## src/rtl/iir_pkg.sv

```systemverilog
// Shared constants for the IIR output decimator: input format, FIFO depth and
// the check that DECIM is a supported decimation factor.
package iir_pkg;
  localparam int IN_W       = 17;
  localparam int IN_FRAC    = 15;
  localparam int FIFO_DEPTH = 4;

  function automatic bit decim_legal(input int d);
    return (d == 2) || (d == 4) || (d == 8) || (d == 16);
  endfunction
endpackage

```

## src/rtl/dec_fifo.sv

```systemverilog
// Small synchronous FIFO. The read data is the registered head, so nothing
// pushed at an edge is visible before the following cycle.
module dec_fifo #(
  parameter int WIDTH = 12,
  parameter int DEPTH = 4
) (
  input  logic                       clk,
  input  logic                       reset_n,
  input  logic                       push,
  input  logic [WIDTH-1:0]           wdata,
  input  logic                       pop,
  output logic [WIDTH-1:0]           rdata,
  output logic                       full,
  output logic                       empty,
  output logic [$clog2(DEPTH+1)-1:0] count
);
  localparam int PW = $clog2(DEPTH);
  localparam int CW = $clog2(DEPTH+1);

  logic [DEPTH-1:0][WIDTH-1:0] mem;
  logic [PW-1:0] wr_ptr, rd_ptr;
  logic push_ok, pop_ok;

  assign full    = (count == CW'(DEPTH));
  assign empty   = (count == '0);
  assign pop_ok  = pop && !empty;
  // A pop on the same edge frees the slot, so a push into a full FIFO still lands.
  assign push_ok = push && (!full || pop_ok);
  assign rdata   = mem[rd_ptr];

  always_ff @(posedge clk or negedge reset_n) begin
    if (!reset_n) begin
      for (int i = 0; i < DEPTH; i++) mem[i] <= '0;
      wr_ptr <= '0;
      rd_ptr <= '0;
      count  <= '0;
    end else begin
      if (push_ok) begin
        mem[wr_ptr] <= wdata;
        wr_ptr      <= wr_ptr + PW'(1);
      end
      if (pop_ok) rd_ptr <= rd_ptr + PW'(1);
      count <= count + CW'(push_ok) - CW'(pop_ok);
    end
  end
endmodule

```

## src/rtl/iir_out_decimator.sv

```systemverilog
// Averages DECIM consecutive Q2.15 filter samples, rounds and saturates the
// mean to Q2.(OUT_W-2), and queues results in a 4-entry output FIFO.
module iir_out_decimator import iir_pkg::*; #(
  parameter int DECIM = 4,
  parameter int OUT_W = 12
) (
  input  logic                   clk,
  input  logic                   reset_n,
  input  logic signed [IN_W-1:0] data_in,
  input  logic                   sample_en,
  output logic [OUT_W-1:0]       data_out,
  output logic                   out_valid,
  input  logic                   out_ready,
  output logic                   ovf,
  input  logic                   clr_ovf
);
  localparam int LD = $clog2(DECIM);
  localparam int AW = IN_W + LD;
  localparam int S  = LD + IN_W - OUT_W;
  localparam int RW = AW + 1;
  localparam logic signed [RW-1:0] MAXV = RW'((1 << (OUT_W-1)) - 1);
  localparam logic signed [RW-1:0] MINV = ~MAXV;

  if (!decim_legal(DECIM) || OUT_W < 8 || OUT_W > 16) begin : g_bad_param
    $error("iir_out_decimator: unsupported DECIM or OUT_W");
  end

  logic signed [AW-1:0]    acc, sum;
  logic [LD-1:0]           phase;
  logic signed [RW-1:0]    biased, shifted;
  logic signed [OUT_W-1:0] result;
  logic                    last, push, pop, full, empty;
  logic [$clog2(FIFO_DEPTH+1)-1:0] unused_count;

  assign last = (phase == LD'(DECIM-1));
  assign push = sample_en && last;
  assign sum  = acc + {{LD{data_in[IN_W-1]}}, data_in};

  // One guard bit keeps the half-LSB bias from overflowing at full-scale positive sums.
  always_comb begin
    biased  = {sum[AW-1], sum} + (RW'(1) << (S-1));
    shifted = biased >>> S;
    if (shifted > MAXV)      result = MAXV[OUT_W-1:0];
    else if (shifted < MINV) result = MINV[OUT_W-1:0];
    else                     result = shifted[OUT_W-1:0];
  end

  always_ff @(posedge clk or negedge reset_n) begin
    if (!reset_n) begin
      acc   <= '0;
      phase <= '0;
    end else if (sample_en) begin
      acc   <= last ? '0 : sum;
      phase <= last ? '0 : phase + LD'(1);
    end
  end

  assign out_valid = !empty;
  assign pop       = out_valid && out_ready;

  // Set wins over clear so an overflow coinciding with clr_ovf is never lost.
  always_ff @(posedge clk or negedge reset_n) begin
    if (!reset_n)                ovf <= 1'b0;
    else if (push && full && !pop) ovf <= 1'b1;
    else if (clr_ovf)            ovf <= 1'b0;
  end

  dec_fifo #(.WIDTH(OUT_W), .DEPTH(FIFO_DEPTH)) u_fifo (
    .clk     (clk),
    .reset_n (reset_n),
    .push    (push),
    .wdata   (result),
    .pop     (pop),
    .rdata   (data_out),
    .full    (full),
    .empty   (empty),
    .count   (unused_count)
  );
endmodule
```

## config.mk

```make
export PLATFORM = sky130hd
export DESIGN_NAME = iir_out_decimator
export DESIGN_NICKNAME = d
export VERILOG_FILES = /design/src/rtl/iir_pkg.sv /design/src/rtl/dec_fifo.sv /design/src/rtl/iir_out_decimator.sv
export SDC_FILE = /design/constraint.sdc
export NUM_CORES = 1
export LEC_CHECK = 0
export ABC_AREA = 1
export BUFFER_PORTS_ARGS = -buffer_cell sky130_fd_sc_hd__buf_4
export CORE_UTILIZATION = 62
export DETAILED_ROUTE_END_ITERATION = 8
export PLACE_DENSITY_LB_ADDON = 0.3
export SLEW_MARGIN = 20
export SYNTH_ARGS = -nofsm -noshare
export SYNTH_HDL_FRONTEND = slang
export SYNTH_HIERARCHICAL = 1
export SYNTH_SLANG_ARGS = --single-unit
```

## constraint.sdc

```tcl
create_clock -name clk -period 3 [get_ports clk]
set_input_delay 0.6 -clock clk [delete_from_list [all_inputs] [get_ports clk]]
set_output_delay 0.6 -clock clk [all_outputs]
set_load 0.01 [all_outputs]
```

==> results.md <==
* Tcrit/Tclk final at 96.9%
* Core area at between 8000 and 9000 um2
* WS Path Type: flop to flop
* Clock share of power at approximately 11%
* Worst path arrival time at about 3.2 ns
* Starting Density at roughly 65%
* # H-tree levels at 3
* Final setup vio count at 0
* Net Count, Synth at ~790
* Status: finished clean
* Die X-Extent at 95.1 um
* #FFs+latches synth at 77
* Via-to-Cell Ratio at roughly 5.7
* DR vias at 5139
* Clock tree buffer depth at 2
* Fin nets at 846
* First-pass GRT wire length at 22300 um
* Register area share after synthesis at 35.9%
* Final hold violation count at 0
* CTS Buf Count at 9
* Vias in the first global route at 4758
* YS warnings at 6
* Total wire length at around 14000 um
* Worst-case reg-to-reg path depth at 16
* Commonest cells in the netlist: 250 x nand2_1, 77 x dfrtp_1, 75 x inv_1
* DRT Pass-1 Iters at 5
* Share of cells above drive strength 1 at 20.2%
* Top_reg_cell synth: dfrtp_1
* Psw at approximately 3.6 mW
* DPL Wire Length at between 9000 and 10000 um
* Ports at 36
* Asr flop ratio synth at between 90% and 100%
* Crit end category: flop
* Final Max Tran Viols at 0
* Placed Instances at slightly below 900
* Net Sw Frac at approximately 50%
* Maxcap violations at 0
* Dominant cell type by area after synthesis: dfrtp_1
* WL per Instance at 15.0 um
* Minimum clock period at about 2.9 ns
* Final Skew at ~0.0095 ns
* Reg clk slew, reported paths at 0.09 ns
* Drt drc at 0
* Mapped Area at around 5400 um2
* # rows at 33
* Comb power frac at about 64%
* # port buffers at 35
* Fillcell total at ~640
* Initial antenna violation count at 0
* Final non-filler cell total at a little over 900
* Largest net degree at the start of global routing at 78
* Worst Max-Slew Pin Slew at about 0.95 ns
* Gate Count Post-Synth at 736
* Int Power at approximately 3.7 mW
* Synth unique cells at 33
* Overflow after GRT at 0
* Most frequent cell after synthesis: nand2_1
* Worst setup SP type: flop
* All-Layer GR Usage at roughly 32%
* Crit-path max FO at 5
* Clock Latency Late Sink at about 0.36 ns
* Root Driver: clkbuf_8
* Top-area cell type share of the netlist area at 35.9%
* Area growth, synth to finish at 15.3%
* GPL Wtd Cong at 0.911
* LEAKAGE at 3.33 nW
* Relative slew slack at ~37%
* DRT iter0 DRCs at approximately 470
* Power per Cell Area at 1190 nW/um2
* Die Y at 95.1 um
* Part of the power in registers at roughly 25%
* Max IR drop VDD at 0.733 mV
* Final TNS setup at 0 ns
* Avg Cell Area, Syn at 7.30 um2
* CTS Sinks at 77
* DRT antenna net count at 0
* Required time of the critical path at between 3 and 4 ns
* Max Fclk at 344 MHz
* Diodes inserted at 0
* Worst Hold Class: primary input to async pin
* EDFF count, synth at 0
* CTS tree: yes
* Largest cells by area after synthesis: dfrtp_1 36%, nand2_1 17%, nand4_1 6.4%
* Die Area at approximately 9000 um2
## per-stage QoR
step	area, um2	hold WS [ns]	utilization [%]	worst slack [ns]	total power, mW
after floorplan	5370	0.304	-	0.0400	4.82
after global placement	5900	0.449	71.1	-0.115	6.19
after detailed placement	5900	0.453	71.1	-0.186	6.35
after CTS	6110	0.413	73.6	0.0699	7.20
after global routing	6190	0.446	74.6	-0.0116	7.99
final	6190	0.378	74.6	0.0934	7.37
## worst paths after layout
| check | startpoint | endpoint | slack [ns] |
|---|---|---|---|
| max | acc[0] | u_fifo/mem[14] | 0.09 |
| min in group clk | clr_ovf | ovf | 0.43 |
| max in group asynchronous | reset_n | u_fifo/mem[13] | 2.00 |
| min reg2reg | u_fifo/mem[13] | u_fifo/mem[13] | 0.48 |
| max reg2reg | acc[0] | u_fifo/mem[14] | 0.09 |
| min | reset_n | acc[4] | 0.38 |
## worst max-delay path: stages (launching register included)
cell and delay (ns):
dfrtp_1 0.41, ha_2 0.20, fa_2 0.40, buf_4 0.15, nand3_1 0.08, nand3_1 0.15
nand3_1 0.14, nand4_1 0.11, nand2_2 0.13, nand2_1 0.08, nor2_2 0.14, nand3_1 0.11
nand4_1 0.22, nand2_1 0.11, nand2_2 0.12, nand4_1 0.15, nand2_1 0.14
## timing repair
action                                  4_1_cts  5_1_grt
endpoints found under the setup margin        0       43
gates resized for setup                       0       15
setup buffers                                 0        1
hold buffers                                  0        0
## kinds of logic after synthesis
logic type	count (synthesis)	synth area share, %
adder cells (fa/ha/maj)	28	6.80
buffers and inverters	110	9.36
AND/OR/NAND/NOR	436	38.4
XOR/XNOR	12	1.96
flip-flops	77	35.9
AO/OA/AOI/OAI	73	7.64
## final cells by class
class	count	area [um2]	share of cell area (%)
multi-input combinational	549	3020	48.8
sequential	77	1930	31.1
timing repair buffer	80	613	9.90
inverter	79	297	4.79
tap	105	131	2.12
clock buffer	9	124	2.00
clock inverter	7	80.1	1.29
## placed cells by master, fill, tap and decap left out, drive strengths merged, types with 11 or more instances in the layout
master / Yosys / final
o22ai: 12 / 12
dfrtp: 77 / 77
nand3: 45 / 45
buf: 25 / 80
nand2: 278 / 278
ha: 26 / 26
inv: 79 / 83
nand4: 55 / 55
o21ai: 42 / 42
a21oi: 11 / 11
nor2: 51 / 51
## power groups by stage
stage	combinational (mW)	sequential (mW)	clock (mW)
floorplan	3.11	1.71	0
global placement	4.39	1.79	0
detailed placement	4.53	1.82	0
CTS	4.56	1.80	0.836
global route	5.24	1.86	0.880
finish	4.72	1.82	0.827
## metal layers
metal | GRT usage [%] | vias to the layer above | part of all wire (%)
li1 | - | 2520 | -
met1 | 43.4 | 2378 | 44
met2 | 52.3 | 213 | 47
met3 | 5.58 | 28 | 7.4
met4 | 9.60 | 0 | 1.9
met5 | 0 | - | 0
## state kept, by name, summed over array words and instances (netlist names)
name           count
acc               19
ovf                1
u_fifo/mem        48
u_fifo/count       3
u_fifo/rd_ptr      2
u_fifo/wr_ptr      2
phase              2
(Power assumes the default switching activity.)
